**src/rtl/irq_pkg.sv**
```systemverilog
// Shared types and helpers for the nested interrupt controller.
// Feature macro used by the top: IRQ_NEST_EN (preemption by higher levels).
package irq_pkg;

  localparam int unsigned MaxIrq = 16;
  localparam int unsigned IdxW   = $clog2(MaxIrq);

  typedef enum logic [0:0] {
    StIdle,
    StReq
  } irq_state_e;

  typedef struct packed {
    logic            valid;
    logic [IdxW-1:0] idx;
  } prio_t;

  // Highest set bit wins; idx is meaningless when valid is low.
  function automatic prio_t prio_idx(input logic [MaxIrq-1:0] mask);
    prio_t res;
    res.valid = 1'b0;
    res.idx   = '0;
    for (int i = 0; i < MaxIrq; i++) begin
      if (mask[i]) begin
        res.valid = 1'b1;
        res.idx   = IdxW'(i);
      end
    end
    return res;
  endfunction

endpackage

```
**src/rtl/irq_prio_enc.sv**
```systemverilog
// Combinational highest-set-bit encoder, NumIrq wide.
module irq_prio_enc
  import irq_pkg::*;
#(
  parameter int unsigned NumIrq = 3
) (
  input  logic [NumIrq-1:0] mask_i,
  output logic              valid_o,
  output logic [IdxW-1:0]   idx_o
);

  logic [MaxIrq-1:0] mask_wide;
  prio_t             res;

  assign mask_wide = MaxIrq'(mask_i);
  assign res       = prio_idx(mask_wide);
  assign valid_o   = res.valid;
  assign idx_o     = res.idx;

endmodule

```
**src/rtl/irq_priority_ctrl.sv**
```systemverilog
// N-channel nested interrupt controller: edge capture, fixed priority, req/ack to the core.
// Preemption by higher channels is enabled only when IRQ_NEST_EN is defined.
module irq_priority_ctrl
  import irq_pkg::*;
#(
  parameter int unsigned     NUM_IRQ    = 3,
  parameter int unsigned     VEC_W      = 32,
  parameter logic [VEC_W-1:0] BASE_VEC   = VEC_W'(32'h0000_0100),
  parameter logic [VEC_W-1:0] VEC_STRIDE = VEC_W'(32'h0000_0020)
) (
  input  logic               clk,
  input  logic               clr,
  input  logic [NUM_IRQ-1:0] irq_in,
  input  logic [NUM_IRQ-1:0] irq_en,
  input  logic               irq_ack,
  input  logic               eret,
  output logic               irq_req,
  output logic [VEC_W-1:0]   irq_vec,
  output logic [NUM_IRQ-1:0] irq_pending,
  output logic [NUM_IRQ-1:0] inter_running
);

  logic [NUM_IRQ-1:0] irq_d_q;
  logic [NUM_IRQ-1:0] pending_q;
  logic [NUM_IRQ-1:0] running_q;
  irq_state_e         state_q;
  logic [IdxW-1:0]    ch_q;
  logic               req_q;
  logic [VEC_W-1:0]   vec_q;

  logic [NUM_IRQ-1:0] rise;
  logic [NUM_IRQ-1:0] above;
  logic [NUM_IRQ-1:0] eligible;
  logic [NUM_IRQ-1:0] ack_set;
  logic [NUM_IRQ-1:0] eret_clr;
  logic               ack_fire;
  logic               lvl_valid;
  logic [IdxW-1:0]    lvl_idx;
  logic               arb_valid;
  logic [IdxW-1:0]    arb_idx;
  logic [VEC_W-1:0]   vec_next;

  irq_prio_enc #(
    .NumIrq (NUM_IRQ)
  ) u_lvl_enc (
    .mask_i  (running_q),
    .valid_o (lvl_valid),
    .idx_o   (lvl_idx)
  );

  irq_prio_enc #(
    .NumIrq (NUM_IRQ)
  ) u_arb_enc (
    .mask_i  (eligible),
    .valid_o (arb_valid),
    .idx_o   (arb_idx)
  );

  assign rise     = irq_in & ~irq_d_q;
  assign ack_fire = (state_q == StReq) && irq_ack;
  assign eligible = pending_q & irq_en & above;
  assign vec_next = BASE_VEC + VEC_W'(arb_idx) * VEC_STRIDE;

  // Only channels strictly above the current in-service level may request.
  always_comb begin
    above = '0;
    for (int i = 0; i < NUM_IRQ; i++) begin
`ifdef IRQ_NEST_EN
      above[i] = !lvl_valid || (int'(lvl_idx) < i);
`else
      above[i] = !lvl_valid;
`endif
    end
  end

  // eret drops the pre-update top level; ack then adds the acked channel.
  always_comb begin
    ack_set  = '0;
    eret_clr = '0;
    for (int i = 0; i < NUM_IRQ; i++) begin
      ack_set[i]  = ack_fire && (ch_q == IdxW'(i));
      eret_clr[i] = eret && lvl_valid && (lvl_idx == IdxW'(i));
    end
  end

  always_ff @(posedge clk) begin
    if (clr) begin
      irq_d_q   <= '0;
      pending_q <= '0;
      running_q <= '0;
    end else begin
      irq_d_q   <= irq_in;
      pending_q <= (pending_q & ~ack_set) | rise;
      running_q <= (running_q & ~eret_clr) | ack_set;
    end
  end

  // Once presented, a request is held until ack regardless of later changes.
  always_ff @(posedge clk) begin
    if (clr) begin
      state_q <= StIdle;
      ch_q    <= '0;
      req_q   <= 1'b0;
      vec_q   <= '0;
    end else begin
      unique case (state_q)
        StIdle: begin
          if (arb_valid) begin
            ch_q    <= arb_idx;
            vec_q   <= vec_next;
            req_q   <= 1'b1;
            state_q <= StReq;
          end
        end
        StReq: begin
          if (irq_ack) begin
            req_q   <= 1'b0;
            state_q <= StIdle;
          end
        end
      endcase
    end
  end

  assign irq_req       = req_q;
  assign irq_vec       = vec_q;
  assign irq_pending   = pending_q;
  assign inter_running = running_q;

endmodule
```
**config.mk**
```make
export PLATFORM = sky130hd
export DESIGN_NAME = irq_priority_ctrl
export DESIGN_NICKNAME = d
export VERILOG_FILES = /design/src/rtl/irq_pkg.sv /design/src/rtl/irq_prio_enc.sv /design/src/rtl/irq_priority_ctrl.sv
export SDC_FILE = /design/constraint.sdc
export NUM_CORES = 1
export LEC_CHECK = 0
export BUFFER_PORTS_ARGS = -buffer_cell sky130_fd_sc_hd__buf_4
export CORE_UTILIZATION = 41
export DETAILED_ROUTE_END_ITERATION = 12
export PLACE_DENSITY = 0.75
export SYNTH_ARGS = -nofsm -noshare
export SYNTH_HDL_FRONTEND = slang
export SYNTH_HIERARCHICAL = 1
export SYNTH_SLANG_ARGS = --single-unit
```
**constraint.sdc**
```tcl
create_clock -name clk -period 2.9 [get_ports clk]
set_clock_uncertainty 0.2 [all_clocks]
set_input_delay 0.145 -clock clk [delete_from_list [all_inputs] [get_ports clk]]
set_output_delay 0.145 -clock clk [all_outputs]
set_load 0.01 [all_outputs]
```
==> metrics.txt <==
setup bufs post-CTS=0; row count=16; Synth area leader=dfxtp_1; Synth Area in XOR/XNOR=0%; synthesis-stage register bit count=16; Tot Pwr=a little over 0.5 mW; Die Y-Extent=around 50 um; GRT Util Overall=between 10% and 20%; synthesized area per cell=8.64 sq um; Ant. Diodes=0; Simple-Gate Fraction of Synth Area=around 18%; Final Setup Violations=0; post-route minimum period=approximately 2.4 ns; Hold WC Path Type=input port to register; via count=~660; post-DR vias/cell=between 4 and 5; final slew viol count=0; Mapped Cells=approximately 100; Final Hold Viols=0; Worst Setup End Kind=register; Seq/Total Area, Yosys=a little over a third; vias in the first global route=about 560; routed len/inst=~9.4 um; slowest CP cell=dlygate4sd3_1; Fin Setup TNS=0 ns; post-synth cell types=21; largest net degree at the start of global routing=14; Post-Syn Area=around 900 sq um; initial core utilization=between 40% and 50%; Die Wd=around 49 um; critical path required time=between 2 and 3 ns; Ports=around 50; share of cells above drive strength 1=approximately a fifth; Residual DRC=0; max-cap violations=0; Critical Path Start Type=register; Pre-antenna DRT Iters=3; Final Cycle Share=just over 80%; setup ws final=slightly below 0.5 ns; port bufs=21; outcome=completed; core box area=roughly 2000 sq um; Power Dens Cells=491 nW/um^2; first-pass GRT wire length=2.20 mm; Clock Latency Late Sink=around 0.29 ns; worst hold slack=approximately 0.11 ns; dpl ws=~0.98 ns; multiplexer area fraction after synthesis=4.46%; top cell type's share of synthesized area=35.7%; initial antenna violation count=0; cells along the critical path=or3_1 -> and3b_1 -> or3_1 -> and2b_2 -> a21oi_1 -> nor2_1 -> dlygate4sd3_1; Compound-Gate Fraction of Synth Area=between 9 and 10%; starting DRC count in detailed routing=2; final WL=approximately 1.5 mm; CP most frequent cell=or3_1; CP max FO=8; top post-synthesis cells by area=dfxtp_1 (36%), buf_4 (28%), mux2i_1 (4.5%), nor2_1 (3.8%), nor2b_1 (3.5%); Fmax=about 420 MHz; final instance area=a little over 1000 sq um; htree depth=1; RD Place Congestion=between 0.7 and 0.8; CTS tree=yes; Num CTS Buffers=3; YS warnings=6; CTS max path bufs=2; GRT overflow=0; Arrival @ worst endpoint=approximately 2.4 ns; unrepaired setup endpoints after global routing=no; Leak Pwr=0.508 nW; CP peak stage delay=~0.55 ns; clock sink total=16; detailed placement HPWL=1.13 mm; clk slew on worst S/H paths=~0.090 ns; peak supply drop=roughly 0.00043 V; Setup Crit Path Kind=register to register; Detail Route Antenna Nets=0; Cell Area, Placed=between 900 and 1000 sq um; # nets final=around 140; area grow syn2layout=14.3%; largest family of logic cells by synthesized area=buffers and inverters; clock root cell=clkbuf_4; Synth Area in Adders=0%; die area=approximately 2400 sq um
## routing by layer
| metal | GRT usage (%) | up-vias | share of wire (%) | wire (um) |
|---|---|---|---|---|
| met5 | 0 | - | 0 | 0 |
| li1 | - | 321 | - | - |
| met4 | 1.47 | 0 | 0 | 0 |
| met1 | 12.9 | 309 | 40 | 584 |
| met2 | 21.5 | 28 | 53 | 770 |
| met3 | 6.23 | 0 | 7.4 | 109 |
## logic make-up after synthesis
| logic type | after synthesis |
|---|---|
| flops | 16 |
| simple gates | 28 |
| mux | 4 |
| compound gates | 13 |
| buf+inv | 40 |
| other cells | 3 |
## placed cells by master, fill, tap and decap left out
| cell | Yosys | layout |
|---|---|---|
| clkbuf_8 | 0 | 1 |
| nand4bb_1 | 1 | 1 |
| nand3b_1 | 2 | 2 |
| mux2i_1 | 4 | 4 |
| dfxtp_1 | 16 | 16 |
| dlygate4sd3_1 | 0 | 6 |
| nand2_1 | 4 | 4 |
| conb_1 | 3 | 31 |
| nor2_1 | 9 | 9 |
| o21ai_0 | 3 | 3 |
| o31ai_1 | 1 | 1 |
| and2b_2 | 1 | 1 |
| nand2b_1 | 2 | 2 |
| clkbuf_4 | 0 | 3 |
| inv_1 | 5 | 5 |
| nor2b_1 | 5 | 5 |
| a32o_1 | 3 | 3 |
| and3b_1 | 1 | 1 |
| a21oi_1 | 6 | 6 |
| and4bb_1 | 1 | 1 |
| buf_4 | 33 | 21 |
| or3_1 | 2 | 2 |
## critical path, delay by kind of cell, from the launching register on
family	cells	cell delay, ns
buffers and inverters	1	0.55
DFF	1	0.41
and+or+nand+nor	5	1.02
AOI/OAI and AO/OA	1	0.13
## path summary, 6_finish.rpt
kind	from	to	slack, ns	depth (start not counted)
worst min-delay path	irq_en[2]	ch_q[1]	0.11	5
worst max register to register	inter_running[2]	irq_req	0.50	7
worst min register to register	irq_d_q[0]	irq_pending[0]	0.28	2
worst max-delay path	inter_running[2]	irq_req	0.50	7
## final cells by class
| type | instances | area, sq um |
|---|---|---|
| Fill cell | 201 | 975 |
| Timing Repair Buffer | 27 | 218 |
| Inverter | 5 | 18.8 |
| Sequential cell | 16 | 320 |
| Multi-Input combinational cell | 76 | 400 |
| Tap cell | 27 | 33.8 |
| Clock buffer | 4 | 36.3 |
## sequential cells by signal, indices dropped and copies added (netlist names)
| signal | cells |
|---|---|
| ch_q | 3 |
| inter_running | 3 |
| irq_d_q | 3 |
| irq_pending | 3 |
| irq_vec | 2 |
| irq_req | 1 |
| state_q | 1 |
## synthesized netlist by cell type
| cell type | n |
|---|---|
| nand4bb_1 | 1 |
| buf_6 | 1 |
| o21ai_0 | 3 |
| o31ai_1 | 1 |
| inv_1 | 5 |
| conb_1 | 3 |
| dfxtp_1 | 16 |
| or3_1 | 2 |
| and3b_1 | 1 |
| nand3b_1 | 2 |
| nor2_1 | 9 |
| a32o_1 | 3 |
| buf_4 | 33 |
| nand2_1 | 4 |
| buf_2 | 1 |
| and2b_2 | 1 |
| and4bb_1 | 1 |
| nor2b_1 | 5 |
| nand2b_1 | 2 |
| a21oi_1 | 6 |
| mux2i_1 | 4 |
## power breakdown
part / internal [mW] / switching (mW)
Clock: 0.0764 / 0.0694
Sequential: 0.237 / 0.0119
Combinational: 0.0532 / 0.0560
Total: 0.367 / 0.137
## stage by stage
stage          std cells  util [%]
5_1_grt              155      51.3
2_1_floorplan        132         -
4_1_cts              155      51.3
3_3_place_gp         145      46.5
6_report             155      51.3
3_5_place_dp         145      46.5
## timing repair
action                    in CTS  in global routing
hold buffers                   6                  0
gates resized for setup        0                  0
hold endpoints to repair      12                  0
No activity file was read; power rests on OpenSTA's default activity.
